==> config.mk <==
export PLATFORM = sky130hd
export DESIGN_NAME = assert_monitor_bank
export DESIGN_NICKNAME = d
export VERILOG_FILES = /design/src/rtl/assert_monitor_pkg.sv /design/src/rtl/assert_monitor_chan.sv /design/src/rtl/assert_monitor_bank.sv
export SDC_FILE = /design/constraint.sdc
export NUM_CORES = 1
export LEC_CHECK = 0
export BUFFER_PORTS_ARGS = -buffer_cell sky130_fd_sc_hd__buf_2
export CORE_AREA = 2 2 139 141
export DETAILED_ROUTE_END_ITERATION = 10
export DIE_AREA = 0 0 141 143
export PLACE_DENSITY = 0.79
export SLEW_MARGIN = 40
export SYNTH_ARGS = -nofsm -noshare
export SYNTH_HDL_FRONTEND = slang
export SYNTH_SLANG_ARGS = --single-unit
==> constraint.sdc <==
create_clock -name clk -period 3.1 [get_ports clk]
set_input_delay 0 -clock clk [delete_from_list [all_inputs] [get_ports clk]]
set_output_delay 0 -clock clk [all_outputs]
set_load 0.05 [all_outputs]
==> src/rtl/assert_monitor_pkg.sv <==
// Shared definitions for the assertion monitor bank: FSM encodings and small helpers.
package assert_monitor_pkg;

  localparam logic [1:0] ST_HOLDOFF = 2'd0;
  localparam logic [1:0] ST_ARMED   = 2'd1;
  localparam logic [1:0] ST_FROZEN  = 2'd2;

  // Increment that sticks at the all-ones value of a width-bit counter.
  function automatic logic [31:0] sat_inc(input logic [31:0] value, input int unsigned width);
    logic [31:0] lim;
    lim = (width >= 32) ? 32'hffff_ffff : ((32'd1 << width) - 32'd1);
    return (value >= lim) ? lim : value + 32'd1;
  endfunction

  function automatic logic [4:0] lowest_set_index(input logic [31:0] vec);
    logic [4:0] idx;
    idx = 5'd0;
    for (int i = 31; i >= 0; i--) begin
      if (vec[i]) idx = 5'(i);
    end
    return idx;
  endfunction

endpackage

==> src/rtl/assert_monitor_chan.sv <==
// One check channel: optional one-deep deferred stage, saturating pass/fail counters, sticky flag.
module assert_monitor_chan
  import assert_monitor_pkg::*;
#(
  parameter int unsigned CNT_W    = 16,
  parameter bit          DEFERRED = 1'b0
) (
  input  logic             clk,
  input  logic             rst,
  input  logic             clr,
  input  logic             armed,
  input  logic             frozen,
  input  logic             dis,
  input  logic             en,
  input  logic             val,
  output logic             res_fail,
  output logic [CNT_W-1:0] pass_cnt,
  output logic [CNT_W-1:0] fail_cnt,
  output logic             fail_sticky
);

  logic ok;
  logic eff;
  logic res_vld;
  logic res_pass;

  assign ok  = ~dis & ~clr & ~frozen;
  assign eff = armed & en & ok;

  if (DEFERRED) begin : g_def
    logic pend;
    logic pval;

    // The entry is rewritten every cycle; a gap in eff simply drops it.
    always_ff @(posedge clk) begin
      if (rst) begin
        pend <= 1'b0;
        pval <= 1'b0;
      end else begin
        pend <= eff;
        pval <= val;
      end
    end

    assign res_vld  = pend & ok;
    assign res_pass = pval;
  end else begin : g_imm
    assign res_vld  = eff;
    assign res_pass = val;
  end

  assign res_fail = res_vld & ~res_pass;

  always_ff @(posedge clk) begin
    if (rst || clr) begin
      pass_cnt    <= '0;
      fail_cnt    <= '0;
      fail_sticky <= 1'b0;
    end else if (res_vld) begin
      if (res_pass) begin
        pass_cnt <= CNT_W'(sat_inc(32'(pass_cnt), CNT_W));
      end else begin
        fail_cnt    <= CNT_W'(sat_inc(32'(fail_cnt), CNT_W));
        fail_sticky <= 1'b1;
      end
    end
  end

endmodule

==> src/rtl/assert_monitor_bank.sv <==
// Multi-channel runtime property checker: hold-off/armed/frozen control, timestamp, first-fail record.
module assert_monitor_bank
  import assert_monitor_pkg::*;
#(
  parameter int unsigned N_CH          = 4,
  parameter int unsigned CNT_W         = 16,
  parameter int unsigned TS_W          = 32,
  parameter int unsigned HOLDOFF       = 3,
  parameter logic [31:0] DEFERRED_MASK = 32'b0,
  parameter bit          STOP_ON_FAIL  = 1'b0,
  localparam int unsigned CH_W         = (N_CH > 1) ? $clog2(N_CH) : 1
) (
  input  logic                  clk,
  input  logic                  rst,
  input  logic                  clr,
  input  logic [N_CH-1:0]       ch_dis,
  input  logic [N_CH-1:0]       chk_en,
  input  logic [N_CH-1:0]       chk_val,
  output logic [N_CH*CNT_W-1:0] pass_cnt,
  output logic [N_CH*CNT_W-1:0] fail_cnt,
  output logic [N_CH-1:0]       fail_sticky,
  output logic                  any_fail,
  output logic                  fail_pulse,
  output logic                  first_fail_vld,
  output logic [CH_W-1:0]       first_fail_ch,
  output logic [TS_W-1:0]       first_fail_ts,
  output logic                  armed
);

  logic [1:0]      state;
  logic [31:0]     hcnt;
  logic [TS_W-1:0] ts;
  logic [N_CH-1:0] fail_ev;
  logic            frozen;

  assign armed    = (state == ST_ARMED);
  assign frozen   = (state == ST_FROZEN);
  assign any_fail = |fail_sticky;

  always_ff @(posedge clk) begin
    if (rst) begin
      state <= (HOLDOFF == 0) ? ST_ARMED : ST_HOLDOFF;
      hcnt  <= HOLDOFF;
    end else begin
      case (state)
        ST_HOLDOFF: begin
          if (hcnt == 32'd0) state <= ST_ARMED;
          else               hcnt  <= hcnt - 32'd1;
        end
        ST_ARMED:  if (STOP_ON_FAIL && (|fail_ev)) state <= ST_FROZEN;
        ST_FROZEN: if (clr) state <= ST_ARMED;
        default:   state <= ST_HOLDOFF;
      endcase
    end
  end

  always_ff @(posedge clk) begin
    if (rst) ts <= '0;
    else     ts <= ts + TS_W'(1);
  end

  // The recorded timestamp is the value ts takes at the commit edge.
  always_ff @(posedge clk) begin
    if (rst || clr) begin
      first_fail_vld <= 1'b0;
      first_fail_ch  <= '0;
      first_fail_ts  <= '0;
      fail_pulse     <= 1'b0;
    end else begin
      fail_pulse <= 1'b0;
      if ((|fail_ev) && !first_fail_vld) begin
        first_fail_vld <= 1'b1;
        first_fail_ch  <= CH_W'(lowest_set_index(32'(fail_ev)));
        first_fail_ts  <= ts + TS_W'(1);
        fail_pulse     <= 1'b1;
      end
    end
  end

  for (genvar i = 0; i < N_CH; i++) begin : g_ch
    assert_monitor_chan #(
      .CNT_W   (CNT_W),
      .DEFERRED(DEFERRED_MASK[i])
    ) u_chan (
      .clk        (clk),
      .rst        (rst),
      .clr        (clr),
      .armed      (armed),
      .frozen     (frozen),
      .dis        (ch_dis[i]),
      .en         (chk_en[i]),
      .val        (chk_val[i]),
      .res_fail   (fail_ev[i]),
      .pass_cnt   (pass_cnt[i*CNT_W +: CNT_W]),
      .fail_cnt   (fail_cnt[i*CNT_W +: CNT_W]),
      .fail_sticky(fail_sticky[i])
    );
  end

endmodule

## After elaboration in Yosys (flattened, before gate mapping)

Index checks and enable logic that the tools add are counted.

- Register bits after elaboration: 234
- Bits of input ports: 15
- Output and inout port bits: 170
- Logic and storage cells: 106

- $add $sub $neg: 10
- Order comparisons: 8
- Equal/unequal tests: 4
- Mux-type cells: 16
- Bitwise gates (word level): 32
- Reductions and logical operators: 17

Operators with widths:

| cell | number |
|---|---|
| $add A16 B1 Y16 const B | 8 |
| $ge A16 B16 Y1 const B | 8 |
| $mux W16 | 8 |
| $add A32 B1 Y32 const B | 1 |
| $logic_not A32 Y1 | 1 |
| $sub A32 B1 Y32 const B | 1 |
| $and A1 B1 Y1 | 20 |
| $reduce_and A2 Y1 | 9 |
| $mux W2 | 6 |
| $not A1 Y1 | 12 |
| $reduce_or A4 Y1 | 2 |
| $pmux W2 S3 | 1 |
| $ne A2 B2 Y1 const B | 2 |
| $reduce_and A3 Y1 | 1 |
| $eq A2 B1 Y1 const B | 1 |
| $eq A2 B2 Y1 const B | 1 |
| $logic_not A2 Y1 | 1 |
| $logic_and A1 B1 Y1 | 1 |
| $logic_not A1 Y1 | 1 |
| $logic_or A1 B1 Y1 | 1 |
| $mux W1 | 1 |

## Logic depth before layout (Yosys ltp)

- Word-level depth: 9
- Depth in mapped cells: 8
- Gate-level depth less buffers: 7

## Hierarchy

Synthesis repeated with hierarchy kept, for this count alone.

- Cell total of the unflattened synthesis: 1,291
- Area, all modules: 11,413.4 µm²

By module, submodules not included:

| module | times used | cells each | area each (µm²) | seq. area each (µm²) |
|---|---|---|---|---|
| assert_monitor_chan | 4 | 203 | 1,771.7 | 660.6 |
| assert_monitor_bank | 1 | 479 | 4,326.6 | 2,021.9 |

## Least setup slack after synthesis

OpenSTA, ideal clock, no wires.

- Path type: register -> register
- Start point: register state[0]
- End point: register g_ch[1].u_chan.fail_cnt[10]
- Setup time: 70 ps
- Arrival: 2,525 ps
- Required time: 3,030 ps
- Setup slack: 504 ps
- Cell stages (with the launch flop): 8
- Path buffers: 2
- Clock period less this slack: 2,596 ps
- Path through: dfxtp_1 nand4bb_1 nor4b_1 and3_1 clkbuf_1 nand4_1 clkbuf_1 a21oi_1

- Cells in the longest elaborated chain, start to end: 5
- Elaborated cells between the ends (all ways): 7
- Those cells by class: eq/ne: 2; bitwise: 4; reduce/logical: 1

Ends and longest elaborated chain:

| item | line | source |
|---|---|---|
| from (decl) | assert_monitor_bank.sv:30 | `logic [1:0] state;` |
| from (signal assigned) | assert_monitor_bank.sv:42 | `state <= (HOLDOFF == 0) ? ST_ARMED : ST_HOLDOFF;` |
| $eq A2 B2 Y1 | assert_monitor_bank.sv:37 | `assign frozen = (state == ST_FROZEN);` |
| $not A1 Y1 | assert_monitor_chan.sv:27 | `assign ok = ~dis & ~clr & ~frozen;` |
| $and A1 B1 Y1 | assert_monitor_chan.sv:27 |  |
| $and A1 B1 Y1 (*) | assert_monitor_chan.sv:28 | `assign eff = armed & en & ok;` |
| $reduce_and A2 Y1 (no source line) (*) | - |  |
| to (signal assigned) | assert_monitor_chan.sv:63 | `fail_cnt <= CNT_W'(sat_inc(32'(fail_cnt), CNT_W));` |
| to (decl) | assert_monitor_chan.sv:18 | `output logic [CNT_W-1:0] fail_cnt,` |

Mark *: on every way between the ends. The rest lies on a longest branch, timed or not.
A chain may end at the register's enable or synchronous reset.

## Worst setup path in the final report

- Start point: register state[0]
- End point: register g_ch[3].u_chan.fail_cnt[3]

- Cells in the longest elaborated chain, start to end: 5
- Elaborated cells between the ends (all ways): 7
- Those cells by class: eq/ne: 2; bitwise: 4; reduce/logical: 1

Ends and longest elaborated chain:

| item | line |
|---|---|
| $eq A2 B2 Y1 | assert_monitor_bank.sv:37 |
| $not A1 Y1 | assert_monitor_chan.sv:27 |
| $and A1 B1 Y1 | assert_monitor_chan.sv:27 |
| $and A1 B1 Y1 (*) | assert_monitor_chan.sv:28 |
| $reduce_and A2 Y1 (no source line) (*) | - |
| to (signal assigned) | assert_monitor_chan.sv:63 |
| to (decl) | assert_monitor_chan.sv:18 |

Marks and branches as above.

==> results <==
- The final count of pins violating max slew is 0.
- The number of vias per cell after detailed routing is 5.90.
- The mean instance size in the synthesized netlist is 8.71 µm².
- The half-perimeter wire length of the detailed placement result is 18000 µm.
- The top cell type by area accounts for 45.1% of the synthesized area.
- The count of nets left with antenna violations once routing finished came out at 0.
- The I/O pin total is 185.
- The share of total power in sequential cells is 45.3%.
- Of all nets on the critical path, the largest fanout is 17.
- The upper clock frequency limit is 0.358 GHz.
- For this design the ratio of total power to cell area is 576 nW/µm².
- The number of enable flip-flop cells after synthesis is 0.
- The filler-free cell count of the finished design is 1606.
- The clock passes through at most 3 buffers.
- The maximum clock skew at final layout is 0.0100 ns.
- The count of input and output buffers is 184.
- The number of instances in the synthesized netlist is 1188.
- The logic gate share of total power is 14.6%.
- The number of gates resized after CTS is 0.
- The aggregate negative setup slack is 0 ns.
- The number of nets in the synthesized netlist is 1213.
- In this run the core area contains 50 standard-cell rows.
- The die height is 143 µm.
- CTS placed an instance of sky130_fd_sc_hd__clkbuf_16 at the clock tree root.
- The run finished with clean final reports.
- In this run the power spent charging and discharging nets is 1.93 mW.
- Data on the critical path is required at its endpoint by 3.52 ns.
- The worst-case IR drop observed on VDD is 0.463 mV.
- The number of hold-slack violations in the final timing report was 0.
- The net switching share of the total power is 27.3%.
- For this run, design rule violations remaining after detail routing come to 0.
- Detailed routing inserted a total of 9469 vias.
- Once placement finished, the instance area stood at 11400 µm².
- The maximum level of the CTS H-tree is 1.
- Dividing the detail-routed wire length by the instance count gives 16.1 µm.
- The netlist area before placement is 10300 µm².
- Global routing used 24.4% of the available tracks across all layers.
- The delay of the slowest critical-path stage is 0.82 ns.
- During synthesis, Yosys emitted a total of 0 warnings.
- The tool flagged a number of max-cap violations equal to 0.
- By startpoint and endpoint, the worst setup path is classified as reg -> reg.
- The slack of the critical path is 0.307 ns.
- The clock tree from TritonCTS is done.
- In this run the worst hold path is classified as in -> reg.
- The initial utilization of the core area, before any placement, comes to 55.7%.
- The total of flip-flops plus latches after synthesis is 233.
- Among all flip-flop cells after synthesis, the most frequent one is sky130_fd_sc_hd__dfxtp_1.
- The total overflow left after global routing is 0.
- The pre-CTS setup slack is 0.412 ns.
- The data arrival time of the worst path is 3.21 ns.
- In the post-synthesis netlist, the biggest area contributors are sky130_fd_sc_hd__dfxtp_1, sky130_fd_sc_hd__a21oi_1, sky130_fd_sc_hd__xor2_1, sky130_fd_sc_hd__xnor2_1, sky130_fd_sc_hd__nor2_1.
- Once layout is complete, the utilization of the core stands at 66.1%.
- In this run the horizontal extent of the chip is 141 µm.
- Clock-pin slew was measured on the worst setup and hold paths at 0.06 ns.
- The critical path goes through buf_4, nor4bb_1, nand3_1, or4_1, a21oi_1.
- The final layout contains 1378 nets.
- In this run the static leakage power is 4.75 nW.
- The fraction of the yosys area taken by sequential cells is 45.1%.
- The number of different library cells used by synthesis comes to 58.
- Setup violations remaining at the end of the flow were counted as 0.
- The largest area contributor in the synthesized netlist is sky130_fd_sc_hd__dfxtp_1.
- The share of flip-flops with an asynchronous set or reset is 0%.
- The slack of the worst reg-to-reg path is 0.31 ns.
- The core area is 18600 µm².
- The later pin in the worst-skew pair is clocked with a latency of 0.51 ns.
- The total instance count after detailed placement is 1557.
- At the end of routability-driven placement, the weighted congestion stood at 0.892.
- The slowest stage cell on the critical path is sky130_fd_sc_hd__or4_1.
- STA classifies the critical path startpoint as a register.
- The first global-routing pass estimated 41400 µm of wire.
- The share of power burned in the clock network is 40.1%.
- The area growth from synthesis to layout is 18.7%.
- The number of antenna violations at the first check in global routing is 1.
- The overall power consumption is 7.07 mW.
- Clock tree synthesis inserted a total of 24 buffers.
- The CTS sink count is 233.
- After clock tree synthesis, the setup repair step added 0 buffers.
- The pin count of the biggest net entering global routing is 70.
- At the pin with the least slew margin, the transition time is 0.787 ns.
- The final routed wirelength across all metal layers is 25800 µm.
- The floorplan step defined a die boundary enclosing 20200 µm².
- The internal portion of total power is 5.13 mW.
- The detailed-routing iteration count for the pre-antenna-repair pass is 5.
- The detailed router finished its first iteration with 627 violations.
- The fraction of final layout cells with drive strength greater than 1 is 18.4%.
- Of the available clock period, the critical path in the final layout requires 90.1%.
- The time the final worst path needs with I/O delays and setup is 2.79 ns.
- The total non-filler cell area in the finished layout is 12300 µm².
- Setup repair after global routing left no endpoint under its margin.
- The via count of the first global-routing pass came to 8524.
- The worst setup path is captured at a register.
- In this run the tightest slew margin relative to its limit is 46.8%.
- Hold is met by 0.0409 ns.
==> cell usage in the layout (no fill, tap or decap), drive strengths merged, types with 25 or more instances in the layout <==
master,n
nand3,65
o21ai,46
buf,198
or4,28
a21oi,134
dfxtp,233
nor2,115
nor4,25
xor2,61
clkbuf,37
xnor2,52
inv,27
nand2,69
nand4,36
nor3,31
==> cell families after synthesis <==
kind of cell | Yosys count | share of synthesized area (%)
compound gates | 260 | 14.7
xor+xnor | 113 | 9.57
fa+ha+maj | 10 | 1.21
buf+inv | 90 | 3.69
flops | 233 | 45.1
mux | 11 | 1.13
simple gates | 471 | 24.6
==> cell usage after synthesis (all sizes together), types with 4 or more instances <==
cell      n
a211oi   22
nor2b    11
or3      24
mux2i     6
a31oi    19
dfxtp   233
nand2    69
ha       10
mux2      5
nand3    65
nor2    115
buf      18
xor2     61
and3     15
nor4b     6
xnor2    52
nor4     25
o31ai    14
and4     15
o211a     4
inv      27
a21oi   134
o21ai    46
clkbuf   45
and2      9
nor3b     5
nand4    36
or4      28
o21a      5
nor3     31
==> power by group through the flow <==
| stage | Combinational [mW] | Clock (mW) | Sequential, mW |
|---|---|---|---|
| global route | 1.15 | 2.99 | 3.22 |
| global placement | 0.984 | 0 | 3.26 |
| floorplan | 0.921 | 0 | 3.30 |
| finish | 1.03 | 2.83 | 3.20 |
| detailed placement | 1.02 | 0 | 3.27 |
| CTS | 1.03 | 2.87 | 3.20 |
==> layer usage <==
metal / wire length, µm / part of all wire, % / vias up / global-route usage, %
li1: - / - / 4638 / -
met1: 11400 / 44 / 4470 / 33.1
met2: 12300 / 48 / 315 / 40.9
met3: 1520 / 5.9 / 46 / 2.75
met4: 570 / 2.2 / 0 / 7.63
met5: 0 / 0 / - / 0
==> state kept, by name (all words and copies together) (netlist names) <==
name and flops:
hcnt 32, g_ch.u_chan.fail_sticky 4, first_fail_vld 1, fail_pulse 1, g_ch.u_chan.pass_cnt 64, state 1
first_fail_ch 2, g_ch.u_chan.fail_cnt 64, first_fail_ts 32, ts 32
==> critical path: cells and delay by family, from the launching register on <==
| kind | cells | cell delay, ns |
|---|---|---|
| buf+inv | 1 | 0.21 |
| simple gates | 3 | 1.87 |
| compound gates | 1 | 0.29 |
| flops | 1 | 0.33 |
==> path summary, 6_finish.rpt <==
kind	from	endpoint	cells past startpoint
setup / recovery	state[0]	g_ch[3].u_chan.fail_cnt[3]	5
setup reg to reg	state[0]	g_ch[3].u_chan.fail_cnt[3]	5
hold / removal	clr	g_ch[0].u_chan.fail_cnt[15]	3
hold reg to reg	hcnt[31]	hcnt[31]	2
==> timing repair <==
| action | CTS | global route |
|---|---|---|
| setup endpoints to repair | 0 | 0 |
| hold buffers | 3 | 1 |
| endpoints found under the hold margin | 3 | 5 |
==> layout make-up <==
class	count	area [µm²]
multi-input combinational	865	5330
timing repair buffer	202	1100
tap	234	293
clock buffer	37	711
antenna	1	2.50
clock inverter	7	63.8
fill	1507	6310
sequential	233	4660
inverter	27	101
(Power assumes the default switching activity.)
